**config.mk**
```make
export PLATFORM = sky130hd
export DESIGN_NAME = fp16_mul_axis
export DESIGN_NICKNAME = d
export VERILOG_FILES = /design/src/rtl/fp16_mul_axis.sv
export SDC_FILE = /design/constraint.sdc
export NUM_CORES = 1
export LEC_CHECK = 0
export BUFFER_PORTS_ARGS = -buffer_cell sky130_fd_sc_hd__buf_4
export CAP_MARGIN = 5
export CORE_ASPECT_RATIO = 1.5
export CORE_UTILIZATION = 45
export DETAILED_ROUTE_END_ITERATION = 6
export PLACE_DENSITY = 0.72
export SLEW_MARGIN = 20
export SYNTH_ARGS = -nofsm -noshare
export SYNTH_HDL_FRONTEND = slang
export SYNTH_SLANG_ARGS = --single-unit
```
**constraint.sdc**
```tcl
create_clock -name aclk -period 5.3 [get_ports aclk]
set_input_delay 0.795 -clock aclk [delete_from_list [all_inputs] [get_ports aclk]]
set_output_delay 0.795 -clock aclk [all_outputs]
set_load 0.005 [all_outputs]
```
**src/rtl/fp16_mul_axis.sv**
```systemverilog
// AXI4-Stream binary16 multiplier: joined A/B operand handshake, operand capture
// register followed by unpack/multiply, normalise/round and special-select stages.
module fp16_mul_axis #(
  parameter int unsigned TAG_W = 4
) (
  input  logic             aclk,
  input  logic             aresetn,
  input  logic             s_axis_a_tvalid,
  output logic             s_axis_a_tready,
  input  logic [15:0]      s_axis_a_tdata,
  input  logic [TAG_W-1:0] s_axis_a_tuser,
  input  logic             s_axis_b_tvalid,
  output logic             s_axis_b_tready,
  input  logic [15:0]      s_axis_b_tdata,
  output logic             m_axis_result_tvalid,
  input  logic             m_axis_result_tready,
  output logic [15:0]      m_axis_result_tdata,
  output logic [TAG_W-1:0] m_axis_result_tuser
);

  logic adv, accept;

  // Operand capture stage
  logic             v0_q;
  logic [15:0]      a0_q, b0_q;
  logic [TAG_W-1:0] tag0_q;

  // S1: unpacked operands
  logic             v1_q, sign1_q, nan1_q, inf1_q, zero1_q;
  logic signed [6:0] exp1_q;
  logic [21:0]      prod1_q;
  logic [TAG_W-1:0] tag1_q;
  logic             sign1_d, nan1_d, inf1_d, zero1_d;
  logic signed [6:0] exp1_d;
  logic [21:0]      prod1_d;

  // S2: normalised and rounded
  logic             v2_q, sign2_q, nan2_q, inf2_q, zero2_q;
  logic signed [6:0] exp2_q;
  logic [9:0]       frac2_q;
  logic [TAG_W-1:0] tag2_q;
  logic signed [6:0] exp2_d;
  logic [9:0]       frac2_d;

  // S3: output register
  logic             v3_q;
  logic [15:0]      data3_q, data3_d;
  logic [TAG_W-1:0] tag3_q;

  assign adv    = !v3_q || m_axis_result_tready;
  assign accept = s_axis_a_tvalid && s_axis_b_tvalid && adv;

  // Readies are forced low during reset even though the empty pipeline would allow advance
  assign s_axis_a_tready = aresetn && adv && s_axis_b_tvalid;
  assign s_axis_b_tready = aresetn && adv && s_axis_a_tvalid;

  assign m_axis_result_tvalid = v3_q;
  assign m_axis_result_tdata  = data3_q;
  assign m_axis_result_tuser  = tag3_q;

  always_comb begin
    logic [4:0] ea, eb;
    logic [9:0] ma, mb;
    logic       a_zero, b_zero, a_inf, b_inf, a_nan, b_nan;
    ea      = a0_q[14:10];
    eb      = b0_q[14:10];
    ma      = a0_q[9:0];
    mb      = b0_q[9:0];
    a_zero  = (ea == '0);
    b_zero  = (eb == '0);
    a_inf   = (ea == '1) && (ma == '0);
    b_inf   = (eb == '1) && (mb == '0);
    a_nan   = (ea == '1) && (ma != '0);
    b_nan   = (eb == '1) && (mb != '0);
    sign1_d = a0_q[15] ^ b0_q[15];
    nan1_d  = a_nan || b_nan || (a_inf && b_zero) || (b_inf && a_zero);
    inf1_d  = a_inf || b_inf;
    zero1_d = a_zero || b_zero;
    exp1_d  = $signed({2'b00, ea}) + $signed({2'b00, eb}) - 7'sd15;
    prod1_d = 22'({1'b1, ma}) * 22'({1'b1, mb});
  end

  always_comb begin
    logic [10:0]       mant;
    logic [11:0]       mant_r;
    logic              guard, sticky, round_up;
    logic signed [6:0] exp_n;
    if (prod1_q[21]) begin
      mant   = prod1_q[21:11];
      guard  = prod1_q[10];
      sticky = |prod1_q[9:0];
      exp_n  = exp1_q + 7'sd1;
    end else begin
      mant   = prod1_q[20:10];
      guard  = prod1_q[9];
      sticky = |prod1_q[8:0];
      exp_n  = exp1_q;
    end
    round_up = guard && (sticky || mant[0]);
    mant_r   = {1'b0, mant} + 12'(round_up);
    if (mant_r[11]) begin
      frac2_d = mant_r[10:1];
      exp2_d  = exp_n + 7'sd1;
    end else begin
      frac2_d = mant_r[9:0];
      exp2_d  = exp_n;
    end
  end

  always_comb begin
    data3_d = {sign2_q, exp2_q[4:0], frac2_q};
    if (nan2_q) begin
      data3_d = 16'h7E00;
    end else if (inf2_q) begin
      data3_d = {sign2_q, 5'h1F, 10'h000};
    end else if (zero2_q) begin
      data3_d = {sign2_q, 15'h0000};
    end else if (exp2_q > 7'sd30) begin
      data3_d = {sign2_q, 5'h1F, 10'h000};
    end else if (exp2_q < 7'sd1) begin
      data3_d = {sign2_q, 15'h0000};
    end
  end

  always_ff @(posedge aclk or negedge aresetn) begin
    if (!aresetn) begin
      v0_q    <= 1'b0;
      a0_q    <= '0;
      b0_q    <= '0;
      tag0_q  <= '0;
      v1_q    <= 1'b0;
      sign1_q <= 1'b0;
      nan1_q  <= 1'b0;
      inf1_q  <= 1'b0;
      zero1_q <= 1'b0;
      exp1_q  <= '0;
      prod1_q <= '0;
      tag1_q  <= '0;
      v2_q    <= 1'b0;
      sign2_q <= 1'b0;
      nan2_q  <= 1'b0;
      inf2_q  <= 1'b0;
      zero2_q <= 1'b0;
      exp2_q  <= '0;
      frac2_q <= '0;
      tag2_q  <= '0;
      v3_q    <= 1'b0;
      data3_q <= '0;
      tag3_q  <= '0;
    end else if (adv) begin
      v0_q    <= accept;
      a0_q    <= s_axis_a_tdata;
      b0_q    <= s_axis_b_tdata;
      tag0_q  <= s_axis_a_tuser;
      v1_q    <= v0_q;
      sign1_q <= sign1_d;
      nan1_q  <= nan1_d;
      inf1_q  <= inf1_d;
      zero1_q <= zero1_d;
      exp1_q  <= exp1_d;
      prod1_q <= prod1_d;
      tag1_q  <= tag0_q;
      v2_q    <= v1_q;
      sign2_q <= sign1_q;
      nan2_q  <= nan1_q;
      inf2_q  <= inf1_q;
      zero2_q <= zero1_q;
      exp2_q  <= exp2_d;
      frac2_q <= frac2_d;
      tag2_q  <= tag1_q;
      v3_q    <= v2_q;
      data3_q <= data3_d;
      tag3_q  <= tag2_q;
    end
  end

endmodule

```
== Word level (Yosys, flattened, before mapping) ==
Cells that the tools add are included.
Word-level totals
  flip-flop bits (word level): 122
  bits of input ports: 41
  output and inout port bits: 23
  word-level logic and storage cells: 73
Operators by class
  add/subtract/negate cells: 5
  $mul: 1
  magnitude comparators: 2
  equality and inequality tests: 2
  mux-type cells: 11
  bitwise operators: 1
  reduce and logical (&&, ||, !) cells: 28
Operator list (number)
  15-bit 2-to-1 mux: 4
  11-bit by 11-bit multiplier with 22-bit output: 1
  10-bit zero test: 2
  10-bit nonzero test: 2
  16-bit 2-to-1 mux: 1
  7-bit by 2-bit adder with 7-bit output (second input constant): 2
  7-bit 2-to-1 mux: 2
  11-bit by 1-bit adder with 12-bit output: 1
  1-bit logical AND: 12
  11-bit 2-to-1 mux: 1
  5-bit == test (second input constant): 2
  5-bit zero test: 2
  10-bit 2-to-1 mux: 1
  10-bit OR reduction: 1
  9-bit OR reduction: 1
  7-bit by 6-bit greater-than comparator with 1-bit output (second input constant): 1
  1-bit logical OR: 7
  7-bit by 2-bit less-than comparator with 1-bit output (second input constant): 1
  6-bit by 4-bit subtractor with 7-bit output (second input constant): 1
  5-bit by 5-bit adder with 6-bit output: 1
  1-bit 2-to-1 mux: 2
  1-bit zero test: 1
  1-bit bitwise XOR: 1

== Longest topological paths before layout ==
Gate-level depths: netlist of the first run.
  depth in word-level cells: 6
  mapped depth: 19
  gate-level depth less buffers: 18

== Worst setup path before layout of the first run ==
No wires, ideal clock.
  path type: register to register
  start point: register a0_q[7]
  end point: register prod1_q[20]
  setup time: 0.137 ns
  arrival time: 5.058 ns
  required time: 5.163 ns
  slack: 0.104 ns
  stages on the path, launching flop included: 18
  path buffers: 1
  period minus slack after synthesis: 5.196 ns
  path through: dfrtp_1 clkbuf_1 nand2_1 fa_1 inv_1 fa_1 fa_1 fa_1 inv_1 fa_1 inv_1 ha_1 a21oi_1 a21bo_2 a211o_1 a31o_2 nor4b_1 a221oi_1
Between the ends
  longest elaborated chain between the ends: 1
RTL lines
  start: declaration: RTL line 25  | logic [15:0] a0_q, b0_q;
  start signal: assignment: RTL line 152  | a0_q <= s_axis_a_tdata;
  11-bit by 11-bit multiplier with 22-bit output: RTL line 80  | prod1_d = 22'({1'b1, ma}) * 22'({1'b1, mb});
  end signal: assignment: RTL line 161  | prod1_q <= prod1_d;
  end: declaration: RTL line 31  | logic [21:0] prod1_q;
No other way between the ends.
A chain may end at the register's enable or synchronous reset.

== Worst setup path after layout of the first run ==
  start point: register b0_q[4]
  end point: register prod1_q[18]
Between the ends
  longest elaborated chain between the ends: 1
RTL lines
  start: declaration: RTL line 25
  start signal: assignment: RTL line 153  | b0_q <= s_axis_b_tdata;
  11-bit by 11-bit multiplier with 22-bit output: RTL line 80
No other way between the ends.

==> results.tsv, run 1 <==
stage	metric	value	unit
placed_design	DP HPWL	16.0	mm
clock_network	Clk Tree Root Cell	clkbuf_16	
logic_synthesis	Post-Syn Area	9590	um2
logic_synthesis	yosys warns	0	
sta	Max Fclk	195	MHz
logic_synthesis	synthesis-stage register bit count	122	
route	Via-to-Cell Ratio	5.09	
floorplan	Starting Density	45.7	%
grt	vias in the first global route	7579	
logic_synthesis	EDFF count, synth	0	
sta	Slew headroom	42.2	%
clock_network	post-CTS sizing	0	
clock_network	CTS Sinks	122	
setup_path	CP Capture Type	flip-flop	
logic_synthesis	register area share after synthesis	31.8	%
placed_design	GP Congestion	0.924	
final_layout	diode count	0	
clock_network	CTS buffer count	17	
route	Final ANT Viol Nets	0	
final_layout	multi-input logic area	5840	um2
logic_synthesis	simple-gate share of the synthesized area	20.0	%
final_layout	end-of-flow core utilization	52.7	%
sta	Final Max Tran Viols	0	
logic_synthesis	share of the synthesized area in the top cell type	31.8	%
final_layout	Final nets	1340	
grt	total track usage	20.7	%
sta	fin crit share	97.0	%
final_layout	total area of sequential cells	3060	um2
sta	fin crit period	5.14	ns
run_status	status	finished clean	
route	wire length per cell	14.3	um
logic_synthesis	adder-cell share of the synthesized area	26.2	%
logic_synthesis	compound-cell area share of the yosys netlist	9.42	%
clock_network	latest clock arrival within the worst-skew pair	0.43	ns
run	Max Cap Viol	0	
setup_path	Critical Setup Path Class	reg2reg	
placed_design	placed inst area	10400	um2
sta	RSZ-0062 raised after global routing	true	
logic_synthesis	XOR/XNOR Fraction of Synth Area	3.56	%
clock_network	clock slew at reported path FFs	0.06	ns
logic_synthesis	dominant cells by area after synthesis	dfrtp_1, fa_1, nand2_1, ha_1, inv_1	
route	Via Count	7265	
grt	largest net degree at the start of global routing	92	
floorplan	die height	181	um
setup_path	Worst setup SP type	flip-flop	
logic_synthesis	Yosys top cell by area	dfrtp_1	
final_layout	Fillers	1931	
final_layout	area grow syn2layout	15.3	%
route	TritonRoute pass-1 iters	4	
sta	Worst Tran Pin Value	0.868	ns
clock_network	total setup buffers inserted after CTS	0	
sta	Post-Route Skew	0.0108	ns
sta	setup_tns	0	ns
clock_network	CTS Buffer Depth	2	
logic_synthesis	ys flop type	dfrtp_1	
final_layout	layout cells sized above 1	12.2	%
floorplan	Cell Rows	65	
route	drt drc	0	
logic_synthesis	Syn Nets	1283	
floorplan	core area	21000	um2
clock_network	CTS H-Tree Depth	4	
setup_path	CP required	5.61	ns
setup_path	maximum fanout along the worst path	9	
floorplan	Die X	121	um
grt	GR Overflow Total	0	
final_layout	Final Cell Area	11100	um2
route	Routed Wire Length	20.4	mm
logic_synthesis	Mapped Avg Cell Area	8.80	um2
placed_design	IO Port Bufs	63	
logic_synthesis	main combinational cell family by area after synthesis	adder cells	
clock_network	TritonCTS clock tree	done	
logic_synthesis	fraction of registers with async set/reset	100	%
setup_path	Worst Path Arrival	5.45	ns
clock_network	cts hold-fix bufs	0	
logic_synthesis	Yosys cell types	49	
sta	Final Hold Fails	0	
route	initial drt markers	308	
grt	first-pass GRT wire length	35.6	mm
grt	initial antenna violation count	0	
hold_path	Hold Path Class	in2async	
floorplan	die area	21900	um2
sta	Setup Viol. Count Final	0	
floorplan	I/O pin total	64	
logic_synthesis	Post-Synthesis Cells	1090	
logic_synthesis	mux share of post-synthesis cell area	1.37	%
## synth_stat cells (all sizes together) (6+ instances only)
cell type,instances
and3,7
a22o,12
fa,81
and2,42
nor3,12
clkbuf,50
xnor2,20
nand3,17
nor2,59
o31ai,6
o21ai,50
nand2,249
ha,71
nand2b,6
a31oi,9
dfrtp,122
nor4,11
xor2,19
a21o,7
a21oi,38
mux2i,12
inv,133
## state kept, by name (all words and copies together), names as in the netlist, 4 cells and up
register	cells
a0_q	16
b0_q	16
exp1_q	7
exp2_q	7
frac2_q	10
m_axis_result_tdata	16
m_axis_result_tuser	4
prod1_q	22
tag0_q	4
tag1_q	4
tag2_q	4
## per-layer routing
metal | vias up | GRT usage [%] | routed length [um]
met5 | - | 0 | 0
met4 | 0 | 8.74 | 588
met3 | 39 | 3.35 | 578
met2 | 132 | 38.7 | 11100
met1 | 3474 | 22.6 | 8110
li1 | 3620 | - | -
## critical path: stages (launching register included)
cell,delay (ns)
dfrtp_1,0.35
buf_4,0.18
nand2_1,0.09
fa_1,0.54
inv_1,0.06
fa_1,0.52
fa_1,0.44
fa_1,0.54
inv_1,0.05
fa_1,0.52
inv_1,0.04
ha_1,0.35
a21oi_1,0.20
a21bo_2,0.25
a211o_1,0.29
a31o_2,0.27
mux2i_1,0.13
a22o_1,0.19
## path summary, 6_finish.rpt
| path | from | to | slack (ns) | cells after the start |
|---|---|---|---|---|
| max | b0_q[4] | prod1_q[18] | 0.16 | 17 |
| min | aresetn | tag0_q[0] | 0.43 | 1 |
| max reg2reg | b0_q[4] | prod1_q[18] | 0.16 | 17 |
| min reg2reg | tag0_q[1] | tag1_q[1] | 0.47 | 2 |
| max in group asynchronous | aresetn | prod1_q[7] | 3.54 | 2 |
| min in group aclk | tag0_q[1] | tag1_q[1] | 0.47 | 2 |
## final cells by class
type / count / area share [%]
multi-input combinational: 780 / 52.8
clock buffer: 21 / 4.26
clock inverter: 11 / 1.23
tap: 268 / 3.03
inverter: 133 / 4.52
sequential: 122 / 27.7
timing repair buffer: 93 / 6.43
## cells by family after synthesis
logic type,after synthesis
AOI/OAI and AO/OA,148
xor gates and xnor gates,39
adders and majority gates,152
buffers and inverters,188
DFF,122
muxes,13
and+or+nand+nor,428
## layout by cell type (no fill, tap or decap), types with 10 or more instances in the layout
master | Yosys | final
dfrtp_1 | 122 | 117
nand2_1 | 249 | 249
nand3_1 | 16 | 16
fa_1 | 81 | 81
and2_1 | 42 | 42
buf_4 | 1 | 92
ha_1 | 71 | 69
nor2_1 | 59 | 59
inv_1 | 133 | 133
a22o_1 | 12 | 12
xor2_1 | 19 | 19
nor3_1 | 12 | 12
nor4_1 | 11 | 10
xnor2_1 | 20 | 20
o21ai_0 | 50 | 49
mux2i_1 | 12 | 12
a21oi_1 | 38 | 38
clkbuf_16 | 0 | 17
## through the flow
| stage | std cells | setup WS [ns] | hold WS [ns] |
|---|---|---|---|
| finish | 1428 | 0.161 | 0.429 |
| global route | 1428 | -0.0869 | 0.485 |
| CTS | 1428 | 0.0662 | 0.446 |
| detailed placement | 1396 | 0.0846 | 0.456 |
| global placement | 1396 | 0.190 | 0.447 |
| floorplan | 1090 | 0.104 | 0.430 |
Power of run 1 is left out: the tool's default activity adds up to more than one toggle a clock period on the data nets, which glitch-free logic cannot reach.
==> run 2: changes to the inputs <==
- CORE_MARGIN: unset -> 10
- GPL_TIMING_DRIVEN: unset -> 0
==> run 2 against run 1 <==
- design area up 2.2%
- utilization increased by 1.2 points
- sequential share of layout area decreased by 0.49 points
- critical path depth rose by 1
- first-iteration DRC count grew 4.9%
==> results.tsv, run 2 (same netlist as run 1, synthesis figures left out) <==
stage	metric	value	unit	change
hold_path	Hold Path Class	in2async		
final_layout	end-of-flow core utilization	53.8	%	+1.2 points
sta	Worst Tran Pin Value	0.785	ns	-0.0824 ns
final_layout	commonest non-fill, non-tap cell in the layout	nand2_1		
clock_network	CTS buffer count	17		unchanged
final_layout	area grow syn2layout	17.8	%	
setup_path	Worst Path Arrival	5.43	ns	-0.02 ns
grt	vias in the first global route	7890		+4.1%
route	initial drt markers	323		+4.9%
setup_path	maximum fanout along the worst path	6		-3
route	Final ANT Viol Nets	0		unchanged
grt	total track usage	17.4	%	-3.3 points
route	Via Count	7615		+4.8%
grt	initial antenna violation count	0		unchanged
final_layout	Final nets	1373		+2.5%
run	Max Cap Viol	0		unchanged
clock_network	TritonCTS clock tree	done		
sta	fin crit period	5.13	ns	-0.00811 ns
placed_design	GP Congestion	0.919		-0.57%
floorplan	core area	21000	um2	unchanged
setup_path	Worst setup SP type	flip-flop		
sta	setup_tns	0	ns	unchanged
sta	WHS	0.326	ns	-0.103 ns
final_layout	commonest non-fill, non-tap cells in the layout	nand2_1, inv_1, dfrtp_1, buf_4, fa_1		
final_layout	diode count	0		unchanged
clock_network	CTS H-Tree Depth	4		unchanged
clock_network	cts hold-fix bufs	0		unchanged
final_layout	layout cells sized above 1	13.8	%	+1.7 points
sta	Final Hold Fails	0		unchanged
route	drt drc	0		unchanged
final_layout	final cell count without fillers	1461		+2.3%
sta	Setup Viol. Count Final	0		unchanged
placed_design	number of cells in the design after placement	1422		+1.9%
floorplan	die area	27700	um2	+26%
sta	Slew headroom	47.7	%	+5.5 points
placed_design	DP HPWL	18.5	mm	+16%
setup_path	delay of the slowest cell on the worst path	0.55	ns	about the same
floorplan	Cell Rows	65		unchanged
setup_path	CP Capture Type	flip-flop		
grt	largest net degree at the start of global routing	71		-23%
final_layout	Largest register FFs	22		unchanged
sta	Max Fclk	195	MHz	+0.16%
setup_path	CP required	5.60	ns	about the same
clock_network	Clk Tree Root Cell	clkbuf_16		
sta	Final Max Tran Viols	0		unchanged
placed_design	IO Port Bufs	63		unchanged
grt	first-pass GRT wire length	39.2	mm	+10%
floorplan	Starting Density	45.7	%	unchanged
route	Via-to-Cell Ratio	5.21		+2.5%
clock_network	clock slew at reported path FFs	0.06	ns	about the same
setup_path	crit-path cells	inv_4, nor2_1, fa_1, inv_1, fa_1, inv_1, fa_1, fa_1, inv_1, fa_1, inv_1, ha_4, and2_1, a21bo_2, a211o_1, a31o_4, nor4b_2, a221oi_1		
run_status	status	finished clean		
route	wire length per cell	16.2	um	+14%
grt	GR Overflow Total	0		unchanged
sta	Post-Route Skew	0.0119	ns	+0.00114 ns
final_layout	Top reg by flops	prod1_q		
setup_path	slowest CP cell	fa_1		
route	TritonRoute pass-1 iters	5		+1
floorplan	die height	199	um	+10%
setup_path	Critical Setup Path Class	reg2reg		
route	Routed Wire Length	23.7	mm	+16%
setup_path	CP most frequent cell	fa_1		
clock_network	latest clock arrival within the worst-skew pair	0.43	ns	about the same
floorplan	I/O pin total	64		unchanged
clock_network	CTS Buffer Depth	2		unchanged
sta	fin crit share	96.8	%	-0.15 points
floorplan	Die X	139	um	+15%
clock_network	CTS Sinks	122		unchanged
==> run 2: cell count changes in the layout (fill, tap and decap cells not counted), sizes merged <==
| cell | before | now |
|---|---|---|
| clkbuf | 21 | 53 |
| inv | 136 | 143 |
| clkinvlp | 4 | 0 |
| buf | 93 | 91 |
==> run 2: final cells by class <==
cell class / instances / area (um2)
clock buffer: 18 / 439
clock inverter: 14 / 170
inverter: 133 / 502
multi-input combinational: 780 / 5910
sequential: 122 / 3070
fill: 1912 / 9690
buffer: 41 / 196
timing repair buffer: 85 / 674
tap: 268 / 335
==> run 2: what timing repair did <==
item,4_1_cts,5_1_grt
setup buffers,9,12
setup endpoints to repair,9,7
gates resized for setup,25,26
pin swaps,1,3
==> run 2: per-stage QoR <==
step | area, um2 | setup slack [ns]
finish | 11300 | 0.169
global route | 11300 | -0.0533
CTS | 11100 | 0.000771
detailed placement | 10400 | -0.460
global placement | 10400 | -0.450
floorplan | 9590 | 0.104
==> run 2: path summary, 6_finish.rpt <==
path                                start                      to  slack [ns]  cells past startpoint
worst max register to register    b0_q[9]             prod1_q[20]        0.17                     18
worst min register to register  tag0_q[2]               tag0_q[2]        0.47                      2
max in group asynchronous         aresetn  m_axis_result_tdata[6]        4.25                      2
worst max-delay path              b0_q[9]             prod1_q[20]        0.17                     18
min in group aclk               tag0_q[2]               tag0_q[2]        0.47                      2
worst min-delay path              aresetn                b0_q[11]        0.33                      1
==> run 2: metal layers <==
metal | part of all wire [%] | up-vias | routed length, um | track usage (%)
met2 | 54 | 179 | 12700 | 33.0
met4 | 3.6 | 0 | 845 | 7.52
li1 | - | 3685 | - | -
met1 | 39 | 3692 | 9290 | 18.6
met5 | 0 | - | 0 | 0
met3 | 3.6 | 59 | 859 | 2.89
==> run 2: worst max-delay path: cells and delay by family, from the launching register on <==
| kind | cells | cell delay (ns) |
|---|---|---|
| compound gates | 4 | 0.82 |
| fa+ha+maj | 6 | 2.88 |
| buf+inv | 5 | 0.35 |
| flops | 1 | 0.45 |
| simple gates | 3 | 0.51 |
Power of run 2 is left out for the same reason.
==> run 3: changes to the inputs <==
- CORE_UTILIZATION: 45 -> 35
- PLACE_DENSITY: 0.72 -> 0.6
==> run 3 against run 2 <==
- first-iteration DRC count grew 15%
- worst setup slack about the same
- sequential cell count stayed put
- register-to-register slack about the same
- utilization fell by 12 points
- maximum frequency hardly changed
- via count is essentially flat
- clock-buffer cell count is the same
- hold slack improved by 0.019 ns
- non-clock buffer count increased by 5
- sequential share of layout area decreased by 0.21 points
- final cell count rose by 5.4%
==> results.tsv, run 3 (same netlist as run 1, synthesis figures left out) <==
stage	metric	value	unit	change
run_status	status	finished clean		
sta	Worst Tran Pin Value	0.914	ns	+0.129 ns
setup_path	Critical Setup Path Class	reg2reg		
final_layout	layout cells sized above 1	13.9	%	+0.026 points
grt	initial antenna violation count	0		unchanged
placed_design	IO Port Bufs	63		unchanged
sta	Max Fclk	195	MHz	about the same
final_layout	Top reg by flops	prod1_q		
setup_path	R2R depth	18		unchanged
grt	first-pass GRT wire length	40.7	mm	+3.8%
sta	Final Max Tran Viols	0		unchanged
floorplan	Starting Density	35.3	%	-10 points
floorplan	die height	223	um	+12%
sta	fin crit share	96.8	%	about the same
route	Via-to-Cell Ratio	4.95		-5.1%
final_layout	Largest register FFs	22		unchanged
clock_network	latest clock arrival within the worst-skew pair	0.43	ns	about the same
run	Max Cap Viol	0		unchanged
clock_network	Clk Tree Root Cell	clkbuf_16		
setup_path	worst reg2reg setup slack	0.17	ns	about the same
final_layout	Fillers	2724		+42%
clock_network	CTS buffer count	17		unchanged
setup_path	CP Capture Type	flip-flop		
route	Routed Wire Length	25.1	mm	+5.8%
floorplan	die area	34600	um2	+25%
floorplan	core area	27100	um2	+29%
route	Via Count	7616		+0.013%
setup_path	worst reg2reg startpoint	b0_q[9]		
route	TritonRoute pass-1 iters	5		unchanged
final_layout	diode count	0		unchanged
sta	fin crit period	5.13	ns	-0.000494 ns
sta	Slew headroom	39.1	%	-8.6 points
clock_network	CTS Buffer Depth	2		unchanged
final_layout	commonest non-fill, non-tap cells in the layout	nand2_1, inv_1, dfrtp_1, buf_4, fa_1		
route	Final ANT Viol Nets	0		unchanged
route	initial drt markers	371		+15%
clock_network	CTS Sinks	122		unchanged
clock_network	CTS H-Tree Depth	4		unchanged
setup_path	Worst Path Arrival	5.48	ns	+0.05 ns
floorplan	I/O pin total	64		unchanged
sta	Post-Route Skew	0.00895	ns	-0.00294 ns
clock_network	clock slew at reported path FFs	0.06	ns	about the same
route	drt drc	0		unchanged
floorplan	Cell Rows	74		+14%
placed_design	GP Congestion	0.856		-6.8%
final_layout	final cell count without fillers	1540		+5.4%
setup_path	CP required	5.65	ns	+0.05 ns
sta	setup_tns	0	ns	unchanged
sta	Setup Viol. Count Final	0		unchanged
grt	largest net degree at the start of global routing	65		-8.5%
floorplan	Die X	155	um	+11%
hold_path	Hold Path Class	in2async		
sta	Final Hold Fails	0		unchanged
setup_path	maximum fanout along the worst path	4		-2
placed_design	number of cells in the design after placement	1496		+5.2%
final_layout	commonest non-fill, non-tap cell in the layout	nand2_1		
grt	GR Overflow Total	0		unchanged
final_layout	Final nets	1378		+0.36%
setup_path	RR Endpoint	prod1_q[21]		
clock_network	cts hold-fix bufs	0		unchanged
final_layout	area grow syn2layout	18.7	%	
sta	Final WS setup	0.170	ns	+0.000494 ns
route	wire length per cell	16.3	um	+0.33%
grt	vias in the first global route	7948		+0.74%
final_layout	Final Cell Area	11400	um2	+0.71%
setup_path	Worst setup SP type	flip-flop		
placed_design	pre-CTS setup slack	-0.555	ns	-0.0954 ns
placed_design	placed inst area	10500	um2	+0.89%
clock_network	TritonCTS clock tree	done		
placed_design	DP HPWL	19.6	mm	+6.0%
grt	total track usage	14.7	%	-2.7 points
-- run 3: cell count changes in the layout (fill, tap and decap cells not counted), moves of 2 or more --
cell,previous run,this run
a211oi_1,3,1
a211oi_2,0,2
buf_4,84,88
clkinv_2,0,4
clkinv_4,2,4
clkinvlp_4,0,3
dfrtp_1,107,109
dfrtp_2,15,13
inv_6,8,0
-- run 3: layout make-up --
cell class | instances | area (um2) | share of cell area, %
multi-input cells | 780 | 5880 | 51.7
flip-flops and latches | 122 | 3070 | 27.0
clock buffers | 18 | 439 | 3.86
inverters | 133 | 502 | 4.41
clock inverters | 14 | 149 | 1.31
well taps | 342 | 428 | 3.76
repair buffers | 89 | 702 | 6.17
plain buffers | 42 | 208 | 1.83
-- run 3: how the worst max path moves through the flow --
stage,end,start
6_report,prod1_q[21],b0_q[9]
5_1_grt,prod1_q[19],b0_q[9]
4_1_cts,prod1_q[20],b0_q[5]
3_5_place_dp,prod1_q[20],a0_q[4]
3_3_place_gp,prod1_q[20],a0_q[4]
2_1_floorplan,prod1_q[20],a0_q[7]
-- run 3: worst max-delay path: stages, from the launching register on --
cell,delay (ns)
dfrtp_2,0.44
buf_12,0.13
buf_4,0.12
nand2_1,0.07
fa_1,0.52
inv_1,0.06
fa_1,0.51
fa_1,0.52
fa_1,0.55
inv_1,0.05
fa_1,0.52
inv_1,0.04
ha_1,0.35
o211ai_1,0.15
nor2_1,0.10
o21ai_2,0.10
a211oi_2,0.12
or4_1,0.54
a31oi_1,0.18
-- run 3: routing by layer --
metal  up-vias  global-route usage [%]  wire length [um]
li1       3691                       -                 -
met1      3731                    15.8              9900
met2       147                    27.3             13600
met3        47                    2.30               729
met4         0                    6.42               892
met5         -                       0                 0
-- run 3: timing repair --
item,in CTS,in global routing
resized for setup,28,23
setup endpoints to repair,9,7
pin swaps,1,2
buffers inserted,13,12
-- run 3: stage by stage --
stage | hold slack, ns | util, %
global route | 0.388 | 41.9
floorplan | 0.430 | -
CTS | 0.357 | 41.4
global placement | 0.446 | 38.7
finish | 0.345 | 41.9
detailed placement | 0.455 | 38.8
Power of run 3 is left out for the same reason.
